**src/rtl/gap_junction_stream_gen.sv**
```systemverilog
// gap_junction_stream_gen: AXI-Stream traffic source for the gap-junction
// core input_r stream. Emits NUM_FRAMES frames of FRAME_LEN words.
//
// Ports:
//   clk, reset        single clock, synchronous active-high reset
//   start             one-cycle pulse, begins a run from IDLE or DONE
//   mode              0 counter, 1 LFSR, 2 frame/word index, 3 counter
//   input_r_*_0       AXIS master (TVALID, TLAST, TDATA, TREADY in)
//   busy, done        run status (SEND/GAP, DONE)
//   frames_sent       frames whose TLAST beat was accepted (saturating)
//   stall_cycles      cycles with TVALID=1 and TREADY=0 (saturating)

module gap_junction_stream_gen #(
    parameter int unsigned DATA_W      = 32,
    parameter int unsigned FRAME_LEN   = 16,
    parameter int unsigned NUM_FRAMES  = 4,
    parameter int unsigned GAP_CYCLES  = 0,
    parameter int unsigned STOP_CYCLES = 20000,
    parameter logic [31:0] SEED        = 32'h1
) (
    input  logic              clk,
    input  logic              reset,
    input  logic              start,
    input  logic [1:0]        mode,
    output logic              input_r_TVALID_0,
    output logic              input_r_TLAST_0,
    output logic [DATA_W-1:0] input_r_TDATA_0,
    input  logic              input_r_TREADY_0,
    output logic              busy,
    output logic              done,
    output logic [31:0]       frames_sent,
    output logic [31:0]       stall_cycles
);

    localparam int unsigned H  = DATA_W / 2;
    localparam int unsigned IW = (H > 32) ? H : 32;

    localparam logic [DATA_W-1:0] SEED_T    = DATA_W'(SEED);
    localparam logic [IW-1:0]     LAST_WORD = IW'(FRAME_LEN - 1);
    localparam logic [IW-1:0]     FRAMES    = IW'(NUM_FRAMES);
    localparam logic [IW-1:0]     GAP_END   = IW'(GAP_CYCLES - 1);
    localparam logic [31:0]       STOP_LIM  = 32'(STOP_CYCLES);

    // Galois taps; non-32-bit widths fall back to x^W + x^1 + 1 style taps
    localparam logic [DATA_W-1:0] TAPS = (DATA_W == 32) ?
        DATA_W'(32'h8020_0003) :
        ({1'b1, {(DATA_W-1){1'b0}}} | DATA_W'(3));

    typedef enum logic [1:0] {
        IDLE,
        SEND,
        GAP,
        DONE
    } state_t;

    state_t            state;
    logic [1:0]        mode_q;
    logic [IW-1:0]     word_idx;
    logic [IW-1:0]     frame_idx;
    logic [IW-1:0]     gap_cnt;
    logic [31:0]       cycle_cnt;
    logic              stop_req;
    logic [DATA_W-1:0] pat;

    logic              accept;
    logic              at_last;
    logic [IW-1:0]     word_nx;
    logic [IW-1:0]     frame_nx;
    logic              last_nx;
    logic              more;
    logic [DATA_W-1:0] pat_nx;
    logic [DATA_W-1:0] data_nx;
    logic [DATA_W-1:0] start_pat;
    logic [DATA_W-1:0] start_data;

    function automatic logic [DATA_W-1:0] lfsr_step(
        input logic [DATA_W-1:0] x
    );
        lfsr_step = x[0] ? ((x >> 1) ^ TAPS) : (x >> 1);
    endfunction

    assign accept   = input_r_TVALID_0 & input_r_TREADY_0;
    assign at_last  = (word_idx == LAST_WORD);
    assign word_nx  = at_last ? '0 : word_idx + IW'(1);
    assign frame_nx = at_last ? frame_idx + IW'(1) : frame_idx;
    assign last_nx  = (word_nx == LAST_WORD);
    assign more     = (NUM_FRAMES == 0) || (frame_nx < FRAMES);

    // Pattern state advances on every accepted beat; index mode is
    // derived from the next word/frame position instead.
    assign pat_nx  = (mode_q == 2'd1) ? lfsr_step(pat) : pat + DATA_W'(1);
    assign data_nx = (mode_q == 2'd2) ?
                     {frame_nx[H-1:0], word_nx[H-1:0]} : pat_nx;

    // An all-zero LFSR would lock up, so a zero seed becomes 1
    assign start_pat  = (mode == 2'd1 && SEED_T == '0) ?
                        DATA_W'(1) : SEED_T;
    assign start_data = (mode == 2'd2) ? '0 : start_pat;

    always_ff @(posedge clk) begin
        if (reset) begin
            state            <= IDLE;
            input_r_TVALID_0 <= 1'b0;
            input_r_TLAST_0  <= 1'b0;
            input_r_TDATA_0  <= '0;
            busy             <= 1'b0;
            done             <= 1'b0;
            frames_sent      <= '0;
            stall_cycles     <= '0;
            mode_q           <= '0;
            word_idx         <= '0;
            frame_idx        <= '0;
            gap_cnt          <= '0;
            cycle_cnt        <= '0;
            stop_req         <= 1'b0;
            pat              <= SEED_T;
        end else begin
            if (state == SEND || state == GAP) begin
                if (cycle_cnt != '1) begin
                    cycle_cnt <= cycle_cnt + 32'd1;
                end
                if (STOP_CYCLES != 0 && cycle_cnt >= STOP_LIM - 32'd1) begin
                    stop_req <= 1'b1;
                end
            end

            if (input_r_TVALID_0 && !input_r_TREADY_0 &&
                stall_cycles != '1) begin
                stall_cycles <= stall_cycles + 32'd1;
            end

            unique case (state)
                IDLE, DONE: begin
                    if (start) begin
                        state            <= SEND;
                        mode_q           <= mode;
                        pat              <= start_pat;
                        input_r_TDATA_0  <= start_data;
                        input_r_TVALID_0 <= 1'b1;
                        input_r_TLAST_0  <= (FRAME_LEN == 1);
                        word_idx         <= '0;
                        frame_idx        <= '0;
                        gap_cnt          <= '0;
                        cycle_cnt        <= '0;
                        stop_req         <= 1'b0;
                        frames_sent      <= '0;
                        stall_cycles     <= '0;
                        busy             <= 1'b1;
                        done             <= 1'b0;
                    end
                end
                SEND: begin
                    if (accept) begin
                        pat             <= pat_nx;
                        input_r_TDATA_0 <= data_nx;
                        input_r_TLAST_0 <= last_nx;
                        word_idx        <= word_nx;
                        frame_idx       <= frame_nx;
                        if (at_last) begin
                            if (frames_sent != '1) begin
                                frames_sent <= frames_sent + 32'd1;
                            end
                            // A budget stop is honoured only at frame end
                            if (stop_req || !more) begin
                                state            <= DONE;
                                input_r_TVALID_0 <= 1'b0;
                                input_r_TLAST_0  <= 1'b0;
                                busy             <= 1'b0;
                                done             <= 1'b1;
                            end else if (GAP_CYCLES != 0) begin
                                state            <= GAP;
                                input_r_TVALID_0 <= 1'b0;
                                gap_cnt          <= '0;
                            end
                        end
                    end
                end
                GAP: begin
                    if (stop_req) begin
                        state           <= DONE;
                        input_r_TLAST_0 <= 1'b0;
                        busy            <= 1'b0;
                        done            <= 1'b1;
                    end else if (gap_cnt == GAP_END) begin
                        state            <= SEND;
                        input_r_TVALID_0 <= 1'b1;
                    end else begin
                        gap_cnt <= gap_cnt + IW'(1);
                    end
                end
                default: begin
                    state <= IDLE;
                end
            endcase
        end
    end

endmodule

```
**config.mk**
```make
export PLATFORM = sky130hd
export DESIGN_NAME = gap_junction_stream_gen
export DESIGN_NICKNAME = d
export VERILOG_FILES = /design/src/rtl/gap_junction_stream_gen.sv
export SDC_FILE = /design/constraint.sdc
export NUM_CORES = 1
export LEC_CHECK = 0
export ABC_AREA = 1
export CAP_MARGIN = 20
export CORE_MARGIN = 2
export CORE_UTILIZATION = 50
export CTS_BUF_LIST = sky130_fd_sc_hd__clkbuf_2
export DETAILED_ROUTE_END_ITERATION = 12
export GPL_ROUTABILITY_DRIVEN = 0
export PLACE_DENSITY = 0.69
export SLEW_MARGIN = 20
export SYNTH_ARGS = -nofsm -noshare
export SYNTH_HDL_FRONTEND = slang
export SYNTH_SLANG_ARGS = --single-unit
```
**constraint.sdc**
```tcl
create_clock -name clk -period 2.8 [get_ports clk]
set_input_delay 0.28 -clock clk [delete_from_list [all_inputs] [get_ports clk]]
set_output_delay 0.28 -clock clk [all_outputs]
set_load 0.03 [all_outputs]
```
# Word level (Yosys, flattened, before mapping)
# Index checks and enable logic that the tools add are counted.
[classes]
addsub = 7
bitwise = 2
muxes = 61
order_cmp = 2
reduce_logical = 18
eq_ne = 22
[op_table]
columns = ["op", "count"]
rows = [
  ["2-to-1 mux 32 bit", 24],
  ["case mux 32 bit (2 select lines)", 6],
  ["adder 32 x 1 -> 32 bit, second input constant", 7],
  ["!= test 32 bit, second input constant", 3],
  ["equality test 32 x 4 -> 1 bit, second input constant", 2],
  ["equality test 32 bit, second input constant", 1],
  [">= comparator 32 x 15 -> 1 bit, second input constant", 1],
  ["less-than comparator 32 x 3 -> 1 bit, second input constant", 1],
  ["2-to-1 mux 1 bit", 20],
  ["AND reduction 5 bit", 3],
  ["2-to-1 mux 2 bit", 6],
  ["!= test 2 bit, second input constant", 6],
  ["case mux 1 bit (3 select lines)", 4],
  ["equality test 2 bit, second input constant", 4],
  ["!= test 2 x 1 -> 1 bit, second input constant", 3],
  ["case mux 2 bit (3 select lines)", 1],
  ["AND reduction 3 bit", 2],
  ["AND reduction 6 bit", 1],
  ["equality test 2 x 1 -> 1 bit, second input constant", 2],
  ["NOT 3 -> 4 bit", 1],
  ["AND reduction 4 bit", 1],
  ["nonzero test 2 bit", 2],
  ["!= test 3 x 2 -> 1 bit, second input constant", 1],
  ["logical AND 1 bit", 2],
  ["other kinds (6)", 8],
]
[totals]
inputBits = 6
regBits = 265
word_cells = 127

# Longest topological paths before layout
# Gate-level depths: netlist of the first run.
[depth]
ltp_word = 9
depth_mapped = 18
depth_no_buf = 17

# Worst setup path before layout of the first run
# Ideal clock, no wire load.
[synth_timing]
path_type = "register to register"
startpoint = "register state[0]"
endpoint = "register frames_sent[14]"
slack_ps = 550
t_required_ps = 2683
stages_incl_launch_ff = 16
t_arrival_ps = 2132
synth_period_minus_slack_ps = 2250
path_cell_list = "dfxtp_1 -> inv_1 -> ha_1 -> inv_1 -> nor2_1 -> inv_1 -> nand2_1 -> inv_1 -> o21ai_0 -> inv_1 -> nand3_2 -> nor2_2 -> nand3_1 -> or2_0 -> o21ai_0 -> nor2_1"
[synth_via]
elab_chain_len = 4
elab_cells_between_ends = 11
[synth_rtl]
columns = ["item", "line", "source"]
rows = [
  ["from (decl)", "56", "state_t state;"],
  ["from (signal assigned)", "102", "state <= IDLE;"],
  ["from (signal assigned)", "135", "state <= SEND;"],
  ["from (signal assigned)", "165", "state <= DONE;"],
  ["equality test 2 bit or zero test 2 bit (tied branches)", "132", "unique case (state)"],
  ["OR reduction 2 bit", "132", ""],
  ["!= test 2 bit (no line) or nonzero test 2 bit (tied branches)", "--", ""],
  ["AND reduction 5 bit (no line)", "--", ""],
  ["to (signal assigned)", "161", "frames_sent <= frames_sent + 32'd1;"],
  ["to (decl)", "31", "output logic [31:0] frames_sent,"],
]
# Parallel ways exist; a longest one is shown, timed or not.
# A chain may end at the register's enable or synchronous reset.

# Final worst setup path of the first run
[layout_timing]
startpoint = "register word_idx[0]"
endpoint = "register frames_sent[14]"
[layout_via]
elab_chain_len = 3
[layout_rtl]
columns = ["item", "line", "source"]
rows = [
  ["from (decl)", "58", "logic [IW-1:0] word_idx;"],
  ["from (signal assigned)", "157", "word_idx <= word_nx;"],
  ["equality test 32 x 4 -> 1 bit", "83", "assign at_last = (word_idx == LAST_WORD);"],
  ["!= test 2 bit (no line)", "--", ""],
  ["AND reduction 5 bit (no line)", "--", ""],
]
# Every way passes these cells.

==> impl_results.md, run 1 <==
* Layout net count at 2689
* HPWL Detailed at 32100 um
* FP Rows at 65
* Clock skew at 0.0764 ns
* First-pass GRT wire length at 74900 um
* DR WL/cell at 14.2 um
* CP Class: reg -> reg
* Postcts setup bufs at 0
* Reg-to-reg slack, setup at 0.21 ns
* CP startpoint kind: register
* Post-synth EDFFs at 0
* Synth Flop Type: dfxtp_1
* Clock share of power at 30.1%
* Syn Inst Count at 2534
* Remaining DRCs at 0
* Switch share at 39.9%
* Placed Cells at 2996
* Critical Path Sink: frames_sent[14]
* Run status: completed
* Layout cells sized above 1 at 7.95%
* Tightest Pin Transition at 0.926 ns
* WL final at 44600 um
* Cts bufs inserted at 75
* Vias in the first global route at 15700
* Post-Synthesis Cell Area at 15800 um^2
* Fin worst setup slack at 0.206 ns
* # Max-Cap Violations at 0
* Critical path data arrival time at 3.42 ns
* Non-Filler Instances at 3135
* VDD IR-drop max at 0.708 mV
* Critical-path maximum fanout at 10
* Total global routing overflow at 0
* Yosys reg bits at 265
* Sequential share of power at 41.3%
* Internal power at 5.93 mW
* Worst r2r src: word_idx[0]
* Sinks on Clock Net at 265
* Clk root buf: clkbuf_2
* Hold Fails Final Rpt at 0
* Minimum clock period at 2.59 ns
* Total GRT Usage at 27.1%
* Worst path required time at 3.62 ns
* Comb power frac at 28.6%
* Vias per inst at 5.34
* Starting DRT DRC Count at 1181
* Lkg Pwr at 6.52 nW
* Final setup viols at 0
* H-tree depth at 3
* Starting density of the core at 50.5%
* Sequential area share after synthesis at 33.5%
* P per Cell Area at 544 nW/um^2
* Die area at 33100 um^2
* Layout area overhead at 14.6%
* RSZ-0062 raised after global routing: yes
* Asr flop ratio synth at 0%
* Net Switching at 3.94 mW
* DIE WIDTH at 182 um
* Crit end category: register
* Critical Path Start: word_idx[0]
* Clock transition at path regs at 0.10 ns
* Initial antenna violation count at 2
* Port Buf Inserts at 105
* ANT nets after route at 0
* CTS tree: done
* Largest net degree at the start of global routing at 111
* Core area at 31300 um^2
* FF-to-FF path depth at 13
* Dpl ws at 0.143 ns
* Max Slew Vio Count at 0
* Yosys cell types at 56
* Ports at 106
* Syn nets at 2549
* Vias at 16700
* Synth Warn # at 0
* Avg Cell Area, Syn at 6.24 um^2
* Final worst-path cycle share at 92.6%
* Die height at 182 um
* Hold WC Path Type: in -> reg
* Router iterations before antenna repair at 5
* R2R Path End: frames_sent[14]
* Fmax at 386 MHz
* Skew-Pair Late Insertion Delay at 0.96 ns
* Max-slew headroom at 38.3%
* Clk buf depth at 3
[power by group through the flow]
stage / Sequential [mW] / Combinational (mW) / Clock, mW
2_1_floorplan: 4.27 / 1.63 / 0
3_3_place_gp: 4.15 / 2.76 / 0
3_5_place_dp: 4.16 / 2.79 / 0
4_1_cts: 4.07 / 2.81 / 3.07
5_1_grt: 4.09 / 3.09 / 3.28
6_report: 4.07 / 2.82 / 2.97
[per-stage QoR]
step	TNS (ns)	hold WS, ns	cell area (um^2)	util (%)	total power [mW]
floorplan	0	0.419	15800	-	5.90
global placement	0	0.452	17400	55.5	6.92
detailed placement	0	0.454	17400	55.5	6.95
CTS	0	0.00939	18100	57.8	9.96
global route	-0.249	0.0749	18100	57.9	10.5
finish	0	0.136	18100	57.9	9.86
[layout by cell type (no fill, tap or decap), types with 14 or more instances in the layout]
cell type,n
nand2_1,735
nor2_1,348
dfxtp_1,265
inv_1,262
a21oi_1,194
clkdlybuf4s50_1,104
clkbuf_2,102
nand3_1,98
o21ai_0,92
nor3_1,88
nand4_1,79
xor2_1,73
buf_4,37
xnor2_1,34
nor4_1,25
or2_2,20
clkinv_1,18
o22ai_1,17
a31oi_1,14
[state kept, by name, indices dropped and copies added (netlist names)]
signal,count
busy,1
cycle_cnt,32
done,1
frame_idx,32
frames_sent,32
gap_cnt,32
input_r_TDATA_0,32
input_r_TLAST_0,1
input_r_TVALID_0,1
mode_q,2
pat,32
stall_cycles,32
state,2
stop_req,1
word_idx,32
[final cells by class]
type | instances | area (um^2)
Clock buffer | 102 | 510
Sequential cell | 265 | 5310
Multi-Input combinational cell | 1913 | 9150
Clock inverter | 32 | 205
Timing Repair Buffer | 148 | 1430
Fill cell | 3124 | 13200
Inverter | 271 | 1020
Tap cell | 402 | 503
Antenna cell | 2 | 5.00
[synth_stat cells (all sizes together) (9+ instances only)]
cell | count | area share (%)
nor2 | 361 | 8.9
a31oi | 14 | 0.55
nand3 | 102 | 3.4
nor3 | 91 | 3.0
o22ai | 17 | 0.67
o21ai | 96 | 3.1
clkbuf | 65 | 1.5
xor2 | 73 | 4.0
nor4 | 25 | 0.99
ha | 9 | 0.71
or2 | 23 | 0.91
buf | 20 | 0.78
a211oi | 9 | 0.43
nand2 | 741 | 18
o211ai | 9 | 0.43
xnor2 | 34 | 1.9
inv | 269 | 6.4
a21oi | 195 | 6.2
dfxtp | 265 | 34
nand4 | 79 | 3.1
[layer usage]
layer / vias up / wire length (um) / global-route usage, %
met5: - / 0 / 0
met1: 7591 / 20400 / 35.6
met4: 0 / 1270 / 10.2
li1: 8531 / - / -
met2: 509 / 20500 / 44.6
met3: 110 / 2490 / 4.63
[timing repair]
item	in CTS	in global routing
gates resized for setup	0	2
setup endpoints to repair	0	22
hold buffers	3	0
hold endpoints to repair	78	0
[critical path, stage by stage (launching register included)]
cell and delay, ns:
dfxtp_1 0.41, ha_1 0.21, nand3_2 0.14, nor2_2 0.15, nand2_2 0.10, nor2_8 0.14, nor2_1 0.05, inv_2 0.14
nand3_2 0.27, nor2_2 0.27, nand3_1 0.11, or2_0 0.24, o21ai_0 0.16, nor2_1 0.06
[kinds of logic (layout without fill, tap and decap cells)]
kind of cell,Yosys count,count (layout),share of synthesized area [%]
and+or+nand+nor,1436,1436,38.6
AOI/OAI and AO/OA,361,361,12.5
buffers and inverters,356,553,8.75
DFF,265,265,33.5
xor gates and xnor gates,107,107,5.93
adders and majority gates,9,9,0.712
other,0,2,0
[worst min path at each step]
stage | from | endpoint | slack (ns) | depth (start not counted)
after global placement | input_r_TDATA_0[28] | input_r_TDATA_0[28] | 0.45 | 2
final | mode[1] | mode_q[1] | 0.14 | 3
after global routing | mode[1] | mode_q[1] | 0.07 | 3
after CTS | mode[1] | mode_q[1] | 0.009 | 3
after detailed placement | input_r_TDATA_0[5] | input_r_TDATA_0[5] | 0.45 | 2
after floorplan | reset | pat[0] | 0.42 | 2
Note: power is estimated with default switching activity, not from simulation.
==> run 2: changes to the inputs <==
- CORE_MARGIN: 2 -> unset
- HOLD_SLACK_MARGIN: unset -> 0.1
- SETUP_SLACK_MARGIN: unset -> 0.2
==> run 2 against run 1 <==
  * The flow now finishes with violations (DRC)
  * Worst hold slack better by 0.092 ns
  * Clock power up 3%
  * Via count up 0.59%
  * Combinational power about the same
  * Sequential share of layout area down 0.16 points
  * Total power up 1.1%
  * Critical path depth up 3
  * Clock-buffer cell count up 1
  * Non-clock buffer count up 6
==> impl_results.md, run 2 (synthesis gave the netlist of run 1 again) <==
* Internal power at 6.10 mW (+3.0%)
* Starting DRT DRC Count at 1397 (+18%)
* Net Switching at 3.87 mW (-1.6%)
* Lkg Pwr at 6.56 nW (+0.64%)
* Ports at 106 (unchanged)
* VDD IR-drop max at 0.614 mV (-13%)
* Max-slew headroom at 29.4% (-8.9 points)
* Clock skew at 0.0871 ns (+0.0107 ns)
* Starting density of the core at 51.3% (+0.79 points)
* Non-Filler Instances at 3125 (-0.32%)
* DIE WIDTH at 180 um (-1.1%)
* Largest net degree at the start of global routing at 111 (unchanged)
* DR WL/cell at 14.5 um (+1.5%)
* Hold Fails Final Rpt at 0 (unchanged)
* WL final at 45200 um (+1.2%)
* Total global routing overflow at 0 (unchanged)
* Die height at 180 um (-1.1%)
* Crit end category: register
* Vias per inst at 5.39 (+0.91%)
* Sinks on Clock Net at 265 (unchanged)
* Run status: finished, violations left
* CP Class: reg -> reg
* Comb power frac at 28.5% (about the same)
* Critical-path maximum fanout at 11 (+1)
* Worst path required time at 3.63 ns (about the same)
* Cts bufs inserted at 73 (-2.7%)
* FP Rows at 64 (-1.5%)
* Initial antenna violation count at 1 (-1)
* Layout area overhead at 15.4%
* Utilization after layout at 59.2% (+1.3 points)
* Placed Cells at 2990 (-0.20%)
* Max Slew Vio Count at 0 (unchanged)
* Critical path data arrival time at 3.30 ns (-0.12 ns)
* Commonest non-fill, non-tap cell in the layout: nand2_1
* Hold WC Path Type: in -> reg
* Fillers at 3099 (-0.80%)
* Layout net count at 2693 (+0.15%)
* Worst-case hold slack at 0.229 ns (+0.0923 ns)
* Fmax at 404 MHz (+4.8%)
* First-pass GRT wire length at 74700 um (-0.29%)
* Setup_tns at 0 ns (unchanged)
* H-tree depth at 3 (unchanged)
* Clock share of power at 30.6% (+0.5 points)
* P per Cell Area at 547 nW/um^2 (+0.40%)
* Switch share at 38.8% (-1.1 points)
* Failing checks: DRC
* Final worst-path cycle share at 88.4% (-4.3 points)
* Minimum clock period at 2.47 ns (-0.119 ns)
* # Max-Cap Violations at 0 (unchanged)
* Layout cells sized above 1 at 8.61% (+0.67 points)
* Sequential share of power at 40.9% (-0.4 points)
* Remaining DRCs at 7 (+7)
* Tightest Pin Transition at 1.06 ns (+0.133 ns)
* Router iterations before antenna repair at 11 (+6)
* Most frequent cells in the layout: 735 x nand2_1, 342 x nor2_1, 259 x inv_1, 257 x dfxtp_1, 194 x a21oi_1
* Die area at 32300 um^2 (-2.2%)
* Vias in the first global route at 15600 (-0.93%)
* Port Buf Inserts at 105 (unchanged)
* CP startpoint kind: register
* HPWL Detailed at 32200 um (+0.38%)
* CTS tree: done
* Skew-Pair Late Insertion Delay at 0.95 ns (about the same)
* Vias at 16800 (+0.59%)
* Total GRT Usage at 27.5% (+0.45 points)
* Clk buf depth at 3 (unchanged)
* RSZ-0062 raised after global routing: yes
* Core area at 30800 um^2 (-1.5%)
* Clock transition at path regs at 0.10 ns (about the same)
* ANT nets after route at 0 (unchanged)
* Final setup viols at 0 (unchanged)
* Clk root buf: clkbuf_2
## run 2: cell type report
cell class / count / area [um^2] / area share (%)
Tap cell: 396 / 495 / 2.71
Multi-Input combinational cell: 1913 / 9200 / 50.4
Clock inverter: 22 / 191 / 1.05
Inverter: 271 / 1020 / 5.57
Timing Repair Buffer: 154 / 1520 / 8.31
Clock buffer: 103 / 515 / 2.82
Antenna cell: 1 / 2.50 / 0.0137
Sequential cell: 265 / 5320 / 29.1
## run 2: per-layer routing
| layer | routed length (um) | vias up | share of wire [%] | global-route usage (%) |
|---|---|---|---|---|
| met3 | 2820 | 82 | 6.2 | 4.80 |
| met2 | 21000 | 543 | 46 | 46.0 |
| met1 | 20300 | 7676 | 45 | 35.4 |
| met4 | 1050 | 0 | 2.3 | 10.1 |
| li1 | - | 8538 | - | - |
| met5 | 0 | - | 0 | 0 |
## run 2: through the flow
stage / worst slack (ns) / cell area, um^2 / total power [mW]
floorplan: 0.550 / 15800 / 5.90
global placement: 0.172 / 17400 / 6.90
detailed placement: 0.138 / 17400 / 6.92
CTS: 0.216 / 18100 / 10.0
global route: 0.159 / 18300 / 10.5
finish: 0.326 / 18300 / 9.98
## run 2: power by group through the flow
stage	registers [mW]	logic, mW	clock network [mW]
4_1_cts	4.07	2.78	3.16
5_1_grt	4.10	3.09	3.35
2_1_floorplan	4.27	1.63	0
6_report	4.08	2.85	3.05
3_3_place_gp	4.15	2.75	0
3_5_place_dp	4.16	2.76	0
## run 2: final timing paths
kind / from / endpoint / slack, ns / depth (start not counted)
setup reg to reg: word_idx[0] / state[1] / 0.33 / 16
setup / recovery: word_idx[0] / state[1] / 0.33 / 16
hold / removal: start / mode_q[0] / 0.23 / 4
hold reg to reg: cycle_cnt[2] / cycle_cnt[4] / 0.45 / 2
## run 2: what timing repair did
action / CTS / global route
pin swaps: 0 / 4
resized for setup: 3 / 31
gates cloned: 0 / 1
setup buffers: 0 / 3
hold buffers: 5 / 0
hold endpoints to repair: 107 / 0
setup endpoints to repair: 3 / 37
## run 2: worst max-delay path: stages (launching register included)
cell and delay (ns):
dfxtp_2 0.38, ha_2 0.23, nand3_4 0.12, nor2_2 0.14, nand2_2 0.11, nor2_8 0.18, buf_12 0.16, nor2_2 0.05
nor2_2 0.16, nand2_1 0.07, nor2_1 0.10, nand2_1 0.08, nor2_2 0.17, nand3_4 0.15, nand2_1 0.11, nand2_1 0.06
a21oi_1 0.13
==> run 3: changes to the inputs <==
--- a/config.mk
+++ b/config.mk
@@ -10,3 +10,3 @@
 export CORE_UTILIZATION = 50
-export CTS_BUF_LIST = sky130_fd_sc_hd__clkbuf_2
+export CTS_BUF_LIST = sky130_fd_sc_hd__clkbuf_4 sky130_fd_sc_hd__clkbuf_8
 export DETAILED_ROUTE_END_ITERATION = 12
==> constraint.sdc (replaced) <==
create_clock -name clk -period 2.8 [get_ports clk]
set_input_delay 0.84 -clock clk [delete_from_list [all_inputs] [get_ports clk]]
set_output_delay 0.84 -clock clk [all_outputs]
set_load 0.03 [all_outputs]
==> run 3 against run 2 <==
  * The flow still finishes with violations (DRC)
  * Worst setup slack worse by 0.078 ns
  * Flip-flop and latch count stayed put
  * Die area stayed put
  * Global-route usage is 0.73 points lower
  * Core utilization is 1.8 points higher
  * First-iteration DRC count is 9.8% lower
  * Clock power is 32% higher
  * Highest routed layer unchanged
==> impl_results.md, run 3 (synthesis gave the netlist of run 1 again) <==
* CP max stage cell: clkdlybuf4s50_1
* FF-to-FF path depth at 13 (-3)
* Final worst-path cycle share at 91.2% (+2.8 points)
* Clk buf depth at 3 (unchanged)
* Die height at 180 um (unchanged)
* Fmax at 392 MHz (-3.1%)
* Cell family with most CP delay: buffers and inverters
* VDD IR-drop max at 0.570 mV (-7.1%)
* DIE WIDTH at 180 um (unchanged)
* CTS tree: done
* Dpl ws at -0.119 ns (-0.258 ns)
* Clock skew at 0.0159 ns (-0.0712 ns)
* CP startpoint kind: register
* Hold Fails Final Rpt at 0 (unchanged)
* Sequential share of power at 37.0% (-3.9 points)
* Comb power frac at 26.5% (-2.0 points)
* Router iterations before antenna repair at 9 (-2)
* Most frequent cells in the layout: 735 x nand2_1, 338 x nor2_1, 262 x dfxtp_1, 257 x inv_1, 193 x a21oi_1
* Non-Filler Cell Area, Final at 18800 um^2 (+3.1%)
* Tightest Pin Transition at 0.865 ns (-0.194 ns)
* Switch share at 35.1% (-3.8 points)
* Layout cells sized above 1 at 8.98% (+0.37 points)
* H-tree depth at 2 (-1)
* ANT nets after route at 0 (unchanged)
* Utilization after layout at 61.1% (+1.8 points)
* Layout net count at 2698 (+0.19%)
* Port Buf Inserts at 105 (unchanged)
* Starting DRT DRC Count at 1260 (-9.8%)
* Total GRT Usage at 26.8% (-0.73 points)
* FP Rows at 64 (unchanged)
* Cts bufs inserted at 47 (-36%)
* P per Cell Area at 586 nW/um^2 (+7.3%)
* Non-Filler Instances at 3112 (-0.42%)
* Layout area overhead at 19.0%
* Hold path cells at 2 (-2)
* Die area at 32300 um^2 (unchanged)
* RSZ-0062 raised after global routing: yes
* Internal power at 7.17 mW (+17%)
* Sinks on Clock Net at 265 (unchanged)
* Commonest non-fill, non-tap cell in the layout: nand2_1
* First-pass GRT wire length at 73700 um (-1.3%)
* Fin worst setup slack at 0.247 ns (-0.0782 ns)
* Final setup viols at 0 (unchanged)
* Ports at 106 (unchanged)
* Core area at 30800 um^2 (unchanged)
* Critical-path maximum fanout at 4 (-7)
* # Max-Cap Violations at 0 (unchanged)
* CP Buf/Inv Count at 1 (unchanged)
* Starting density of the core at 51.3% (unchanged)
* Skew-Pair Late Insertion Delay at 0.58 ns (-0.37 ns)
* Vias per inst at 5.34 (-0.94%)
* Crit end category: output pin
* Vias in the first global route at 15300 (-1.8%)
* Max-slew headroom at 42.3% (+13 points)
* CP Class: reg -> out
* Worst path cell trace: clkdlybuf4s50_1
* Remaining DRCs at 7 (unchanged)
* Minimum clock period at 2.55 ns (+0.0782 ns)
* Clock transition at path regs at 0.06 ns (-0.04 ns)
* Failing checks: DRC
* HPWL Detailed at 32200 um (-0.13%)
* DR WL/cell at 14.3 um (-1.0%)
* Clock share of power at 36.5% (+5.9 points)
* Initial antenna violation count at 0 (-1)
* Vias at 16600 (-1.4%)
* Run status: finished, violations left
* Hold WC Path Type: reg -> reg
* Crit-path max cell delay at 0.71 ns (+0.33 ns)
* WL final at 44500 um (-1.4%)
* Post-Place Cell Area at 17600 um^2 (+1.6%)
* Ant. Diodes at 0 (-1)
* Placed Cells at 3026 (+1.2%)
* Critical path data arrival time at 1.71 ns (-1.59 ns)
* Worst path required time at 1.96 ns (-1.67 ns)
* Max Slew Vio Count at 0 (unchanged)
* Largest net degree at the start of global routing at 86 (-23%)
* Levels on crit path at 1 (-15)
* Clk root buf: clkbuf_8
* Net Switching at 3.87 mW (-0.12%)
* Lkg Pwr at 6.93 nW (+5.6%)
* Total global routing overflow at 0 (unchanged)
[run 3: cell types whose count changed in the layout (fill, tap and decap cells not counted), moves of 8 or more]
cell,change
clkbuf_4,+10
clkinv_1,-13
clkdlybuf4s50_1,-16
buf_4,+37
dlymetal6s2s_1,+8
clkbuf_8,+60
clkbuf_2,-103
dlygate4sd2_1,+8
[run 3: layout make-up]
cell class	instances	area (um^2)
fill	3045	12000
multi-input combinational	1914	9230
sequential	265	5310
timing repair buffer	184	1720
inverter	271	1020
clock buffer	70	901
tap	396	495
clock inverter	12	153
[run 3: timing repair]
| action | CTS | global route |
|---|---|---|
| hold buffers | 0 | 0 |
| buffers inserted | 0 | 3 |
| pin swaps | 0 | 5 |
| resized for setup | 8 | 37 |
| setup endpoints to repair | 8 | 45 |
| gates cloned | 0 | 1 |
[run 3: power groups by stage]
stage               clock [mW]  combinational [mW]  sequential (mW)
floorplan                    0                1.63             4.27
global placement             0                2.86             4.15
detailed placement           0                2.90             4.16
CTS                       4.10                2.91             4.08
global route              4.28                3.20             4.10
finish                    4.03                2.93             4.08
[run 3: final timing paths]
check	slack, ns	endpoint	startpoint
worst max-delay path	0.25	input_r_TVALID_0	input_r_TVALID_0
worst min register to register	0.46	input_r_TDATA_0[25]	input_r_TDATA_0[25]
worst max register to register	0.39	input_r_TDATA_0[22]	pat[0]
worst min-delay path	0.46	input_r_TDATA_0[25]	input_r_TDATA_0[25]
[run 3: tightest hold or removal path: stages (launching register included)]
cell,delay [ns]
dfxtp_1,0.31
nand2_1,0.06
a21oi_1,0.05
[run 3: through the flow]
step | setup TNS (ns) | power [mW] | hold WS [ns]
after floorplan | 0 | 5.90 | 0.443
after global placement | -2.03 | 7.01 | 0.451
after detailed placement | -3.96 | 7.06 | 0.455
after CTS | 0 | 11.1 | 0.464
after global routing | 0 | 11.6 | 0.477
final | 0 | 11.0 | 0.463
[run 3: per-layer routing]
layer | GRT usage [%] | routed length [um] | vias up
li1 | - | - | 8509
met1 | 35.8 | 20900 | 7586
met2 | 45.0 | 20500 | 453
met3 | 3.59 | 2160 | 63
met4 | 7.59 | 940 | 0
met5 | 0 | 0 | -
